--- config.mk ---
export PLATFORM = sky130hd
export DESIGN_NAME = port_input_buffer
export DESIGN_NICKNAME = d
export VERILOG_FILES = /design/src/rtl/port_input_buffer.sv
export SDC_FILE = /design/constraint.sdc
export NUM_CORES = 1
export LEC_CHECK = 0
export ABC_CLOCK_PERIOD_IN_PS = 2800
export BUFFER_PORTS_ARGS = -buffer_cell sky130_fd_sc_hd__buf_2
export CAP_MARGIN = 25
export CORE_MARGIN = 1
export CORE_UTILIZATION = 56
export CTS_BUF_LIST = sky130_fd_sc_hd__clkbuf_16
export CTS_CLUSTER_SIZE = 8
export DETAILED_ROUTE_END_ITERATION = 10
export PLACE_DENSITY = 0.78
export SYNTH_ARGS = -nofsm -noshare
export SYNTH_HDL_FRONTEND = slang
export SYNTH_SLANG_ARGS = --single-unit
--- constraint.sdc ---
create_clock -name clk -period 2.8 [get_ports clk]
set_clock_uncertainty 0.15 [all_clocks]
set_input_delay 0.14 -clock clk [delete_from_list [all_inputs] [get_ports clk]]
set_output_delay 0.14 -clock clk [all_outputs]
set_load 0.02 [all_outputs]
--- src/rtl/port_input_buffer.sv ---
// Per-port input FIFO feeding the 3-port switch controller; the head flit and its address are presented to the controller.
// Optional sticky overflow/underflow flag err_o is built only when PORT_BUF_ERR_EN is defined.
module port_input_buffer #(
    parameter int DATA_W   = 32,
    parameter int DEPTH    = 4,
    parameter int ADDR_LSB = 0
) (
    input  logic              clk,
    input  logic              rst,
    input  logic [DATA_W-1:0] data_i,
    input  logic              valid_i,
    output logic              full_o,
    output logic [DATA_W-1:0] pkt_data_o,
    output logic [7:0]        pkt_addr_o,
    output logic              pkt_valid_o,
    input  logic              deq_i
`ifdef PORT_BUF_ERR_EN
    ,
    output logic              err_o
`endif
);

    localparam int PTR_W = $clog2(DEPTH);

    logic [DATA_W-1:0] mem [DEPTH];
    logic [PTR_W-1:0]  wr_ptr;
    logic [PTR_W-1:0]  rd_ptr;
    logic [PTR_W:0]    count;

    logic empty;
    logic wr_en;
    logic rd_en;

    // Status decodes only registered state, so upstream never sees a combinational path from its own inputs.
    assign empty  = (count == '0);
    assign full_o = (count == (PTR_W + 1)'(DEPTH));

    assign wr_en = valid_i && !full_o;
    assign rd_en = deq_i && !empty;

    assign pkt_valid_o = !empty;
    assign pkt_data_o  = empty ? '0 : mem[rd_ptr];
    assign pkt_addr_o  = pkt_data_o[ADDR_LSB +: 8];

    // NOTE: the storage array has no reset; the count decides what is visible, so stale words are never presented.
    always_ff @(posedge clk) begin
        if (wr_en) begin
            mem[wr_ptr] <= data_i;
        end
    end

    // NOTE: sequential state uses non-blocking assignments so every register samples pre-edge values.
    always_ff @(posedge clk or posedge rst) begin
        if (rst) begin
            wr_ptr <= '0;
            rd_ptr <= '0;
            count  <= '0;
        end else begin
            if (wr_en) begin
                wr_ptr <= wr_ptr + 1'b1;
            end
            if (rd_en) begin
                rd_ptr <= rd_ptr + 1'b1;
            end
            case ({wr_en, rd_en})
                2'b10:   count <= count + 1'b1;
                2'b01:   count <= count - 1'b1;
                default: count <= count;
            endcase
        end
    end

`ifdef PORT_BUF_ERR_EN
    always_ff @(posedge clk or posedge rst) begin
        if (rst) begin
            err_o <= 1'b0;
        end else if ((valid_i && full_o) || (deq_i && empty)) begin
            err_o <= 1'b1;
        end
    end
`endif

endmodule

; Word level (Yosys, flattened, before mapping)
; Memories as Yosys holds them, arrays and structs flattened.
; Cells that the tools add are included.
[classes]
add_sub_neg = 4
eq_ne = 3
mux = 4
n_reduce_logical = 6
[ops]
columns = operator, n
row1 = 32-bit two-way mux, 1
row2 = 3-bit one-hot mux with 2 select lines, 1
row3 = "2-bit by 1-bit adder with 2-bit output, second input constant", 2
row4 = "3-bit by 1-bit adder with 3-bit output, second input constant", 1
row5 = "3-bit equality test, second input constant", 1
row6 = 3-bit logical NOT, 1
row7 = "3-bit by 1-bit subtractor with 3-bit output, second input constant", 1
row8 = "2-bit by 1-bit equality test with 1-bit output, second input constant", 1
row9 = "2-bit equality test, second input constant", 1
row10 = 1-bit logical AND, 2
row11 = 1-bit logical NOT, 2
row12 = 1-bit two-way mux, 2
row13 = 2-bit nonzero test, 1
[totals]
reg_bits = 7
mem_bits_rw = 128
out_inout_bits = 42
word_cells = 21
n_memories = 1
[memory_table]
columns = memory, words, word_bits, rd, rd_clocked_by_memory_dff, write_ports, line_no
row1 = mem, 4, 32, 1, 0, 1, 25  ; logic [DATA_W-1:0] mem [DEPTH];

; Depth between registers and ports, before layout
; Gate-level depths: netlist of the first run.
[logic_depth]
depth_word = 5
mapped_depth = 9
mapped_depth_nobuf = 9

; Worst setup path after synthesis of the first run
; Ideal clock, no wire load.
[synth_timing]
path_kind = register -> register
start = register count[0]
end = register count[2]
setup_time_ps = 79
arrival_ps = 2286
setup_slack_ps = 284
path_stages_with_launch = 10
n_path_buf = 0
synth_period_minus_slack_ps = 2516
cell_sequence = dfrtp_1 -> nor3b_1 -> nor2b_1 -> inv_1 -> ha_1 -> inv_1 -> fa_1 -> xor2_1 -> nor2_1 -> xor2_1
[synth_between]
elab_chain_len = 5
word_cells_on_any_way = 12
[synth_rtl]
columns = element, line_no
row1 = from (decl), 28  ; logic [PTR_W:0] count;
row2 = from (signal assigned), 66  ; 2'b10: count <= count + 1'b1;
row3 = from (signal assigned), 67  ; 2'b01: count <= count - 1'b1;
row4 = from (signal assigned), 68  ; default: count <= count;
row5 = 3-bit equality test (*), 36  ; assign full_o = (count == (PTR_W + 1)'(DEPTH));
row6 = net full_o, 12  ; output logic full_o,
row7 = 1-bit logical NOT (*), 38  ; assign wr_en = valid_i && !full_o;
row8 = 1-bit logical AND (*), 38
row9 = 2-bit by 1-bit equality test with 1-bit output or 2-bit equality test (tied branches), 65  ; case ({wr_en, rd_en})
row10 = 3-bit one-hot mux with 2 select lines or 2-bit nonzero test (tied branches), --
; The timed path passes the listed nets; every way through them passes the cells marked *.
; A chain may end at the register's enable or synchronous reset.

; Worst setup path after layout of the first run
[layout_timing]
start = register rd_ptr[0]
end = output port pkt_addr_o[0]
[layout_between]
elab_chain_len = 2
[layout_rtl]
columns = element, line_no
row1 = from (decl), 27  ; logic [PTR_W-1:0] rd_ptr;
row2 = from (signal assigned), 63  ; rd_ptr <= rd_ptr + 1'b1;
row3 = memory read 4 x 32 bit, --
row4 = 32-bit two-way mux, 42  ; assign pkt_data_o = empty ? '0 : mem[rd_ptr];
row5 = to (decl), 14  ; output logic [7:0] pkt_addr_o,
; No other way between the ends.

==> results of run 1 <==
## layer usage
metal  vias to the layer above  part of all wire (%)  GRT usage [%]
met4                         0                   1.6           9.50
met1                      1359                    41           25.8
met5                         -                     0              0
met2                        79                    52           38.0
met3                        13                   5.1           5.64
li1                       1215                     -              -
## registers in the layout, summed over array words and instances (netlist names)
signal and count:
count 3, mem 128, wr_ptr 2, rd_ptr 2
## through the flow
step	setup WS (ps)	std cells	utilization [%]	instance area (sq um)	power [W]
6_report	246	507	73.2	6760	0.00773
5_1_grt	137	507	73.2	6760	0.00810
4_1_cts	190	507	73.2	6760	0.00781
3_5_place_dp	559	442	63.4	5860	0.00567
3_3_place_gp	674	442	63.4	5860	0.00560
2_1_floorplan	284	250	-	5360	0.00497
## cells in the final DEF (no fill, tap or decap), drive strengths merged
cell type    count
fa               1
mux2i            1
xnor2            3
ha               5
nor2b            1
clkbuf          17
xor2             3
buf             83
mux4            32
nor2             1
edfxtp         128
clkinvlp         3
nor3b            1
clkinv           7
dfrtp            7
bufinv           2
inv              9
or3              1
nand3            1
and2            37
mux2             1
dlygate4sd3     34
## critical path, delay by kind of cell (launching register included)
family        cells  cell delay (ps)
simple gates      1              200
flops             1              600
mux               1              580
buf+inv           2              450
## logic make-up (layout without fill, tap and decap cells)
kind of cell,Yosys count,count (layout),share of synthesized area (%)
muxes,34,34,14.1
DFF,135,135,74.9
xor gates and xnor gates,6,6,0.980
adders and majority gates,6,6,1.54
and+or+nand+nor,42,42,4.85
buffers and inverters,27,155,3.57
## report_power, final
part           switching, W  internal [W]  total, W
clock network      0.000799       0.00129   0.00209
logic               0.00149       0.00121   0.00270
registers          0.000256       0.00268   0.00294
## cell type report
cell class              instances  share of cell area (%)
flip-flops and latches        135                    59.5
multi-input cells              88                    17.1
repair buffers                117                    12.3
clock buffers                  17                    6.29
well taps                     129                    2.39
clock inverters                14                    2.02
inverters                       7                   0.389
## path summary, 6_finish.rpt
kind / startpoint / slack [ps] / cells past startpoint / endpoint
hold reg to reg: count[0]$_DFFE_PP0P_ / 370 / 1 / count[0]$_DFFE_PP0P_
setup / recovery: rd_ptr[0]$_DFFE_PP0P_ / 250 / 4 / pkt_addr_o[0]
max in group asynchronous: rst / 2200 / 3 / rd_ptr[0]$_DFFE_PP0P_
setup reg to reg: count[0]$_DFFE_PP0P_ / 550 / 9 / count[2]$_DFFE_PP0P_
hold / removal: rst / 60 / 3 / count[0]$_DFFE_PP0P_
min in group clk: valid_i / 80 / 3 / wr_ptr[0]$_DFFE_PP0P_
## what timing repair did
action | CTS | global route
hold buffers | 34 | 0
endpoints found under the hold margin | 137 | 0
gates resized for setup | 0 | 0
buffers inserted | 0 | 0
==> summary.md, run 1 <==
| Metric | Value |
|---|---|
| Yosys Warn Count | 0 |
| CP arrival | 2260 ps |
| Register Area | 4020 sq um |
| Synth Cell Area | 5360 sq um |
| CP Capture Type | primary output |
| Worst EP required | 2510 ps |
| Area of the multi-input gates | 1160 sq um |
| Maximum cell stage delay along the critical path | 600 ps |
| Critical Path Start Type | flip-flop |
| Num rows | 35 |
| Sum Neg Setup Slack | 0 ps |
| Most frequent cells after synthesis | 128 x edfxtp_1, 37 x and2_1, 28 x mux4_2, 8 x buf_4 |
| Layout cells sized above 1 | 38.9% |
| Final worst path period share | 91.2% |
| Tightest Pin Transition | 840 ps |
| Fill cells | 569 |
| Vias per std cell | 5.26 |
| Clock sinks | 135 |
| Final WL | 9.59 mm |
| Count leader, synth | edfxtp_1 |
| Iteration-0 DRC Markers | 126 |
| Max stage delay cell, worst path | dfrtp_2 |
| Gpl congestion | 0.702 |
| Syn Inst Count | 250 |
| DRC | 0 |
| VDD IR max | 0.000877 V |
| Max-Cap Viols | 0 |
| Leakage power | 2.46 nW |
| Buffers on Ports | 77 |
| Critical Path, Cell by Cell | buf_12 > mux4_1 > and2_1 > buf_2 |
| Tmin final | 2550 ps |
| H-tree levels | 4 |
| Clock buffer depth | 2 |
| CTS tree | done |
| GRT Overall Usage | 21.8% |
| Hpwl dp | 5.48 mm |
| Status | completed |
| DR vias | 2,666 |
| Die width | 99.9 microns |
| Die height | 99.9 microns |
| Max Slew Vio Count | 0 |
| Number of buffers created by CTS | 17 |
| Post-synthesis register bit count | 135 |
| RSZ-0062 raised after global routing | false |
| Synthesized net count | 292 |
| Vias in the first global route | 2,893 |
| Yosys cell types | 22 |
| Initial Util | 58.0% |
| Initial antenna violation count | 0 |
| Grt ovf | 0 |
| Total core area | 9240 sq um |
| Critical path class | reg2out |
| WL/cell | 18.9 microns |
| Die Area | 9970 sq um |
| IO Pins | 78 |
| Relative slew slack | 44.0% |
| Sequential share of the synthesized area | 74.9% |
| Syn Area/Cell | 21.5 sq um |
| Final hold vios | 0 |
| Area growth syn-to-layout | 26.1% |
| Fmax | 392 MHz |
| Post-synthesis async set-or-reset flop share | 5.19% |
| Post-synth top area share | 71.7% |
| Largest cells by area after synthesis | edfxtp_1 72%, mux4_2 12%, and2_1 4.3% |
| Clk_lat worst skew | 410 ps |
| Cell taking the most area after synthesis | edfxtp_1 |
| Number of diodes | 0 |
| Hold slack | 63.6 ps |
| Power Density | 1140 nW/um^2 |
| Post-synth EDFFs | 128 |
| Most used DFF post-synth | edfxtp_1 |
| Final net count | 408 |
| Hold crit path type | in2async |
| DRT antenna net count | 0 |
| CTS root buf | clkbuf_16 |
| First-pass GRT wire length | 15.1 mm |
| Largest net degree at the start of global routing | 35 |
| Clock Pin Slew Worst Setup and Hold Paths | 50 ps |
| 1st-pass router iterations | 4 |
| Setup violators final | 0 |
| Largest fanout on the critical path | 24 |
(Power assumes the default switching activity.)
==> run 2, diff against run 1 <==
Settings changed: BUFFER_PORTS_ARGS -buffer_cell sky130_fd_sc_hd__buf_2 to -buffer_cell sky130_fd_sc_hd__clkbuf_2, CORE_UTILIZATION 56 to 43, PLACE_DENSITY 0.78 to unset.
==> summary.md, run 2 (synthesized netlist as in run 1, its figures left out) <==
| Metric | Value |
|---|---|
| Switching Power | 0.00246 W (-3.4%) |
| Tightest Pin Transition | 645 ps (-195 ps) |
| CP Capture Type | primary output |
| Max-Cap Viols | 0 (unchanged) |
| Final worst path period share | 87.8% (-3.4 points) |
| Worst EP required | 2510 ps (about the same) |
| Die height | 114 microns (+14%) |
| VDD IR max | 0.000661 V (-25%) |
| Sum Neg Setup Slack | 0 ps (unchanged) |
| Clock buffer depth | 2 (unchanged) |
| CTS tree | done |
| Reg-to-Reg Start | count[0]$_DFFE_PP0P_ |
| Max Slew Vio Count | 0 (unchanged) |
| Vias per std cell | 4.83 (-8.2%) |
| Area of the multi-input gates | 1160 sq um (unchanged) |
| First-pass GRT wire length | 14.9 mm (-1.6%) |
| DR vias | 2,646 (-0.75%) |
| Clk_lat worst skew | 400 ps (about the same) |
| DRC | 0 (unchanged) |
| Register Area | 4020 sq um (unchanged) |
| Int Pwr | 0.00504 W (-2.8%) |
| Final hold vios | 0 (unchanged) |
| Net Sw Frac | 32.8% (-0.15 points) |
| Largest regs | mem x128, count x3 |
| Hold crit path type | in2async |
| Number of diodes | 0 (unchanged) |
| Iteration-0 DRC Markers | 133 (+5.6%) |
| Hpwl dp | 5.53 mm (+0.83%) |
| Commonest non-fill, non-tap cell in the layout | edfxtp_1 |
| GRT Overall Usage | 16.3% (-5.5 points) |
| Buffers on Ports | 77 (unchanged) |
| Layout cells sized above 1 | 37.4% (-1.5 points) |
| Fill cells | 940 (+65%) |
| Status | completed |
| Number of buffers created by CTS | 17 (unchanged) |
| Fmax | 407 MHz (+3.8%) |
| Largest net degree at the start of global routing | 35 (unchanged) |
| Clock sinks | 135 (unchanged) |
| Critical path class | reg2out |
| Total core area | 12,100 sq um (+31%) |
| Area growth syn-to-layout | 25.9% |
| Power Density | 1110 nW/um^2 (-2.8%) |
| 1st-pass router iterations | 4 (unchanged) |
| Max FFs per register | 128 (unchanged) |
| Clock share of power | 25.1% (-2.0 points) |
| Setup slack, reg-to-reg | 590 ps (+40 ps) |
| Die width | 114 microns (+14%) |
| Largest fanout on the critical path | 24 (unchanged) |
| Vias in the first global route | 2,789 (-3.6%) |
| Final Cell Area | 6750 sq um (-0.17%) |
| Final net count | 411 (+0.74%) |
| Setup bufs post-CTS | 0 (unchanged) |
| Post-placement cell area | 5910 sq um (+0.79%) |
| Cts repair resizes | 0 (unchanged) |
| Final WL | 9.33 mm (-2.7%) |
| WL/cell | 17.0 microns (-10%) |
| Critical Path Start Type | flip-flop |
| FF-to-FF path depth | 9 (unchanged) |
| Leakage power | 2.48 nW (+0.68%) |
| Tmin final | 2460 ps (-94.1 ps) |
| Num rows | 40 (+14%) |
| CTS root buf | clkbuf_16 |
| Max stage delay cell, worst path | dfrtp_2 |
| Gpl congestion | 0.693 (-1.3%) |
| Clock Pin Slew Worst Setup and Hold Paths | 50 ps (about the same) |
| Setup violators final | 0 (unchanged) |
| Comb power frac | 36.7% (+1.8 points) |
| DRT antenna net count | 0 (unchanged) |
| CP arrival | 2170 ps (-90 ps) |
| Total Power | 0.00750 W (-3.0%) |
| Worst R2R End | count[2]$_DFFE_PP0P_ |
| IO Pins | 78 (unchanged) |
| RSZ-0062 raised after global routing | false |
| Die Area | 12,900 sq um (+30%) |
| Initial Util | 44.5% (-14 points) |
| Maximum cell stage delay along the critical path | 780 ps (+180 ps) |
| Reg power frac | 38.1% (about the same) |
| Grt ovf | 0 (unchanged) |
| Relative slew slack | 57.0% (+13 points) |
| Initial antenna violation count | 0 (unchanged) |
| Commonest non-fill, non-tap cells in the layout | 128 x edfxtp_1, 77 x clkbuf_2, 34 x dlygate4sd3_1 |
| Reg with most FFs | mem |
| H-tree levels | 4 (unchanged) |
| Critical Path, Cell by Cell | buf_4 > mux4_2 > and2_1 > clkbuf_2 |
==> run 2: cell count changes in the layout (fill, tap and decap cells not counted), sizes merged <==
cell / delta
clkbuf: +77
buf: -74
clkinvlp: -3
inv: +4
clkinv: -1
bufinv: -1
==> run 2: worst max-delay path, delay by kind of cell (launching register included) <==
kind	cells	cell delay, ps
flops	1	780
simple gates	1	180
buf+inv	2	470
mux	1	320
==> run 2: area by class of cell <==
type | count | share of cell area, %
Multi-Input combinational cell | 88 | 17.1
Tap cell | 168 | 3.11
Timing Repair Buffer | 120 | 12.3
Clock inverter | 13 | 1.17
Clock buffer | 17 | 6.30
Inverter | 7 | 0.389
Sequential cell | 135 | 59.6
==> run 2: what timing repair did <==
item | 4_1_cts | 5_1_grt
endpoints found under the hold margin | 137 | 0
endpoints found under the setup margin | 0 | 0
hold buffers | 34 | 0
==> run 2: power by group through the flow <==
stage,Combinational [W],Clock (W),Sequential (W)
2_1_floorplan,0.00217,0,0.00280
3_3_place_gp,0.00276,0,0.00289
3_5_place_dp,0.00278,0,0.00291
4_1_cts,0.00282,0.00193,0.00287
5_1_grt,0.00299,0.00203,0.00290
6_report,0.00276,0.00188,0.00286
==> run 2: through the flow <==
stage | hold WS (ps) | worst slack [ps] | util (%) | std cells
final | 42.1 | 341 | 56.0 | 548
after global routing | 69.3 | 211 | 56.0 | 548
after CTS | 33.1 | 286 | 56.0 | 548
after detailed placement | -80.1 | 606 | 49.0 | 484
after global placement | -74.1 | 694 | 49.0 | 484
after floorplan | -207 | 284 | - | 250
==> run 2: routing by layer <==
metal / track usage (%) / vias to the layer above / part of all wire [%]
met3: 5.69 / 13 / 4.4
met4: 6.58 / 0 / 1.5
met1: 20.5 / 1342 / 45
li1: - / 1217 / -
met5: 0 / - / 0
met2: 26.1 / 74 / 49
==> run 2: worst max-delay path by stage <==
| stage | from | endpoint | slack, ps | cells past startpoint |
|---|---|---|---|---|
| 5_1_grt | rd_ptr[1]$_DFFE_PP0P_ | pkt_addr_o[3] | 210 | 4 |
| 6_report | rd_ptr[1]$_DFFE_PP0P_ | pkt_data_o[5] | 340 | 4 |
| 4_1_cts | rd_ptr[1]$_DFFE_PP0P_ | pkt_addr_o[5] | 290 | 4 |
| 3_3_place_gp | count[2]$_DFFE_PP0P_ | mem[0][25]$_DFFE_PP_ | 690 | 4 |
| 3_5_place_dp | count[0]$_DFFE_PP0P_ | count[2]$_DFFE_PP0P_ | 610 | 9 |
| 2_1_floorplan | count[0]$_DFFE_PP0P_ | count[2]$_DFFE_PP0P_ | 280 | 9 |
==> run 3, diff against run 2 <==
Settings changed: ABC_AREA set to 1, CORE_MARGIN 1 to unset.
==> summary.md, run 3 <==
| Metric | Value |
|---|---|
| Status | completed |
| Sum Neg Setup Slack | 0 ps (unchanged) |
| Reg with most FFs | mem |
| Final net count | 722 (+76%) |
| Gpl congestion | 0.789 (+14%) |
| Final WL | 12.0 mm (+28%) |
| Setup bufs post-CTS | 0 (unchanged) |
| Grt ovf | 0 (unchanged) |
| Largest net degree at the start of global routing | 67 (+91%) |
| H-tree levels | 4 (unchanged) |
| VDD IR max | 0.000576 V (-13%) |
| DR vias | 3,989 (+51%) |
| Sequential share of the synthesized area | 67.3% (-7.7 points) |
| Synth Cell Area | 5970 sq um (+11%) |
| Synthesized net count | 614 (+110%) |
| Clk_lat worst skew | 400 ps (about the same) |
| Layout cells sized above 1 | 24.0% (-13 points) |
| DRT antenna net count | 0 (unchanged) |
| Setup violators final | 0 (unchanged) |
| Vias per std cell | 4.59 (-4.9%) |
| Power Density | 1140 nW/um^2 (+2.2%) |
| Most used DFF post-synth | edfxtp_1 |
| CP arrival | 2020 ps (-150 ps) |
| Relative slew slack | 51.6% (-5.5 points) |
| Post-Synth Adder-Cell Area | 1.38% (-0.16 points) |
| Hold crit path type | in2async |
| Placed insts | 802 (+66%) |
| Simple-Gate Fraction of Synth Area | 15.2% (+10 points) |
| Number of buffers created by CTS | 17 (unchanged) |
| Buffers on Ports | 77 (unchanged) |
| First-pass GRT wire length | 19.3 mm (+30%) |
| CP Capture Type | primary output |
| Number of diodes | 0 (unchanged) |
| Die height | 120 microns (+5.5%) |
| Syn Area/Cell | 10.4 sq um (-51%) |
| Vias in the first global route | 3,859 (+38%) |
| Commonest non-fill, non-tap cells in the layout | 142 x nand2_1, 128 x edfxtp_1, 85 x inv_1 |
| RSZ-0062 raised after global routing | false |
| Leakage power | 3.31 nW (+34%) |
| Multiplexer area fraction after synthesis | 0% (-14 points) |
| XOR/XNOR Fraction of Synth Area | 0.293% (-0.69 points) |
| Synth Area in Compound Gates | 2.85% (+2.8 points) |
| Critical path class | reg2out |
| Largest fanout on the critical path | 31 (+29%) |
| Hold Buf Count CTS | 35 (+2.9%) |
| Largest regs | mem x128, count x3 |
| Fmax | 433 MHz (+6.4%) |
| Yosys Warn Count | 0 (unchanged) |
| Largest cells by area after synthesis | edfxtp_1 64%, nand2_1 8.9%, nand3_1 5.8% |
| Clock sinks | 135 (unchanged) |
| Commonest non-fill, non-tap cell in the layout | nand2_1 |
| Critical Path Start Type | flip-flop |
| Initial antenna violation count | 0 (unchanged) |
| Cts repair resizes | 0 (unchanged) |
| Final hold vios | 0 (unchanged) |
| Post-synthesis register bit count | 135 (unchanged) |
| Cell taking the most area after synthesis | edfxtp_1 |
| CTS root buf | clkbuf_16 |
| CTS tree | done |
| Area growth syn-to-layout | 24.7% |
| Post-synth top area share | 64.3% (-7.3 points) |
| Final worst path period share | 82.6% (-5.3 points) |
| Fill cells | 1,181 (+26%) |
| Num rows | 42 (+5.0%) |
| Max FFs per register | 128 (unchanged) |
| Clock buffer depth | 2 (unchanged) |
| Post-synthesis async set-or-reset flop share | 5.19% (unchanged) |
| Syn Inst Count | 572 (+130%) |
| CP Launch Point | rd_ptr[0]$_DFFE_PP0P_ |
| Hpwl dp | 6.98 mm (+26%) |
| IO Pins | 78 (unchanged) |
| Reg-to-Reg Start | count[0]$_DFFE_PP0P_ |
| Fin cells | 869 (+59%) |
| Count leader, synth | nand2_1 |
| Yosys cell types | 20 (-9.1%) |
| Total core area | 13,400 sq um (+11%) |
| Max-Cap Viols | 0 (unchanged) |
| Initial Util | 44.6% (+0.12 points) |
| Most frequent cells after synthesis | 142 x nand2_1, 128 x edfxtp_1, 84 x inv_1, 69 x nand3_1, 44 x inv_2 |
| Iteration-0 DRC Markers | 245 (+84%) |
| WL/cell | 13.8 microns (-19%) |
| 1st-pass router iterations | 5 (+1) |
| GRT Overall Usage | 18.0% (+1.7 points) |
| Clock Pin Slew Worst Setup and Hold Paths | 60 ps (about the same) |
| Die width | 120 microns (+5.5%) |
| Largest family of logic cells by synthesized area | simple AND/OR/NAND/NOR gates |
| Tightest Pin Transition | 726 ps (+81.9 ps) |
| Worst EP required | 2510 ps (about the same) |
| Max Slew Vio Count | 0 (unchanged) |
| DRC | 0 (unchanged) |
| Tmin final | 2310 ps (-148 ps) |
| Die Area | 14,400 sq um (+11%) |
| Post-synth EDFFs | 128 (unchanged) |
==> run 3: changes by cell type in the layout (fill, tap and decap cells not counted), sizes merged, moves of 17 or more <==
| cell | delta |
|---|---|
| mux4 | -32 |
| a21oi | +32 |
| inv | +116 |
| nand3 | +69 |
| and2 | -37 |
| nand2 | +142 |
| clkinv | +17 |
==> run 3: power by group <==
group,internal [W],switching (W)
registers,0.00267,0.000127
logic,0.000976,0.00232
clock network,0.00157,0.000796
==> run 3: worst paths after layout <==
path | to | depth (start not counted) | slack, ps
hold reg to reg | count[0]$_DFFE_PP0P_ | 1 | 380
hold / removal | count[0]$_DFFE_PP0P_ | 3 | 50
setup / recovery | pkt_data_o[20] | 6 | 490
max in group asynchronous | rd_ptr[0]$_DFFE_PP0P_ | 3 | 2200
setup reg to reg | count[2]$_DFFE_PP0P_ | 10 | 820
min in group clk | mem[1][26]$_DFFE_PP_ | 2 | 340
==> run 3: logic make-up after synthesis <==
kind of cell | Yosys count
compound gates | 34
flops | 135
fa+ha+maj | 6
buf+inv | 178
xor+xnor | 2
simple gates | 217
==> run 3: critical path, stage by stage, from the launching register on <==
cell and delay, ps:
dfrtp_2 400, inv_2 410, buf_4 330, nand2_1 80
nand3_1 70, a21oi_1 110, clkbuf_2 200
==> run 3: layout make-up <==
class,instances,area [sq um],share of cell area (%)
sequential,135,4020,54.0
multi-input combinational,259,1210,16.2
timing repair buffer,121,816,10.9
inverter,146,549,7.37
clock buffer,17,425,5.71
tap,176,220,2.96
clock inverter,15,210,2.82
==> run 3: stage by stage <==
stage	hold slack, ps	utilization, %	setup slack, ps	total power, W	cell area (sq um)
final	51.1	55.6	488	0.00846	7450
after global routing	79.9	55.6	322	0.00897	7450
after CTS	48.9	55.6	449	0.00856	7450
after detailed placement	-63.8	48.2	833	0.00614	6460
after global placement	-68.8	48.2	876	0.00608	6460
after floorplan	-207	-	150	0.00531	5970
==> run 3: layer usage <==
layer / track usage [%] / vias up / routed length [microns]
met5: 0 / - / 0
met4: 7.50 / 0 / 225
met3: 4.80 / 15 / 751
met2: 28.7 / 127 / 5570
met1: 23.4 / 1837 / 5410
li1: - / 2010 / -
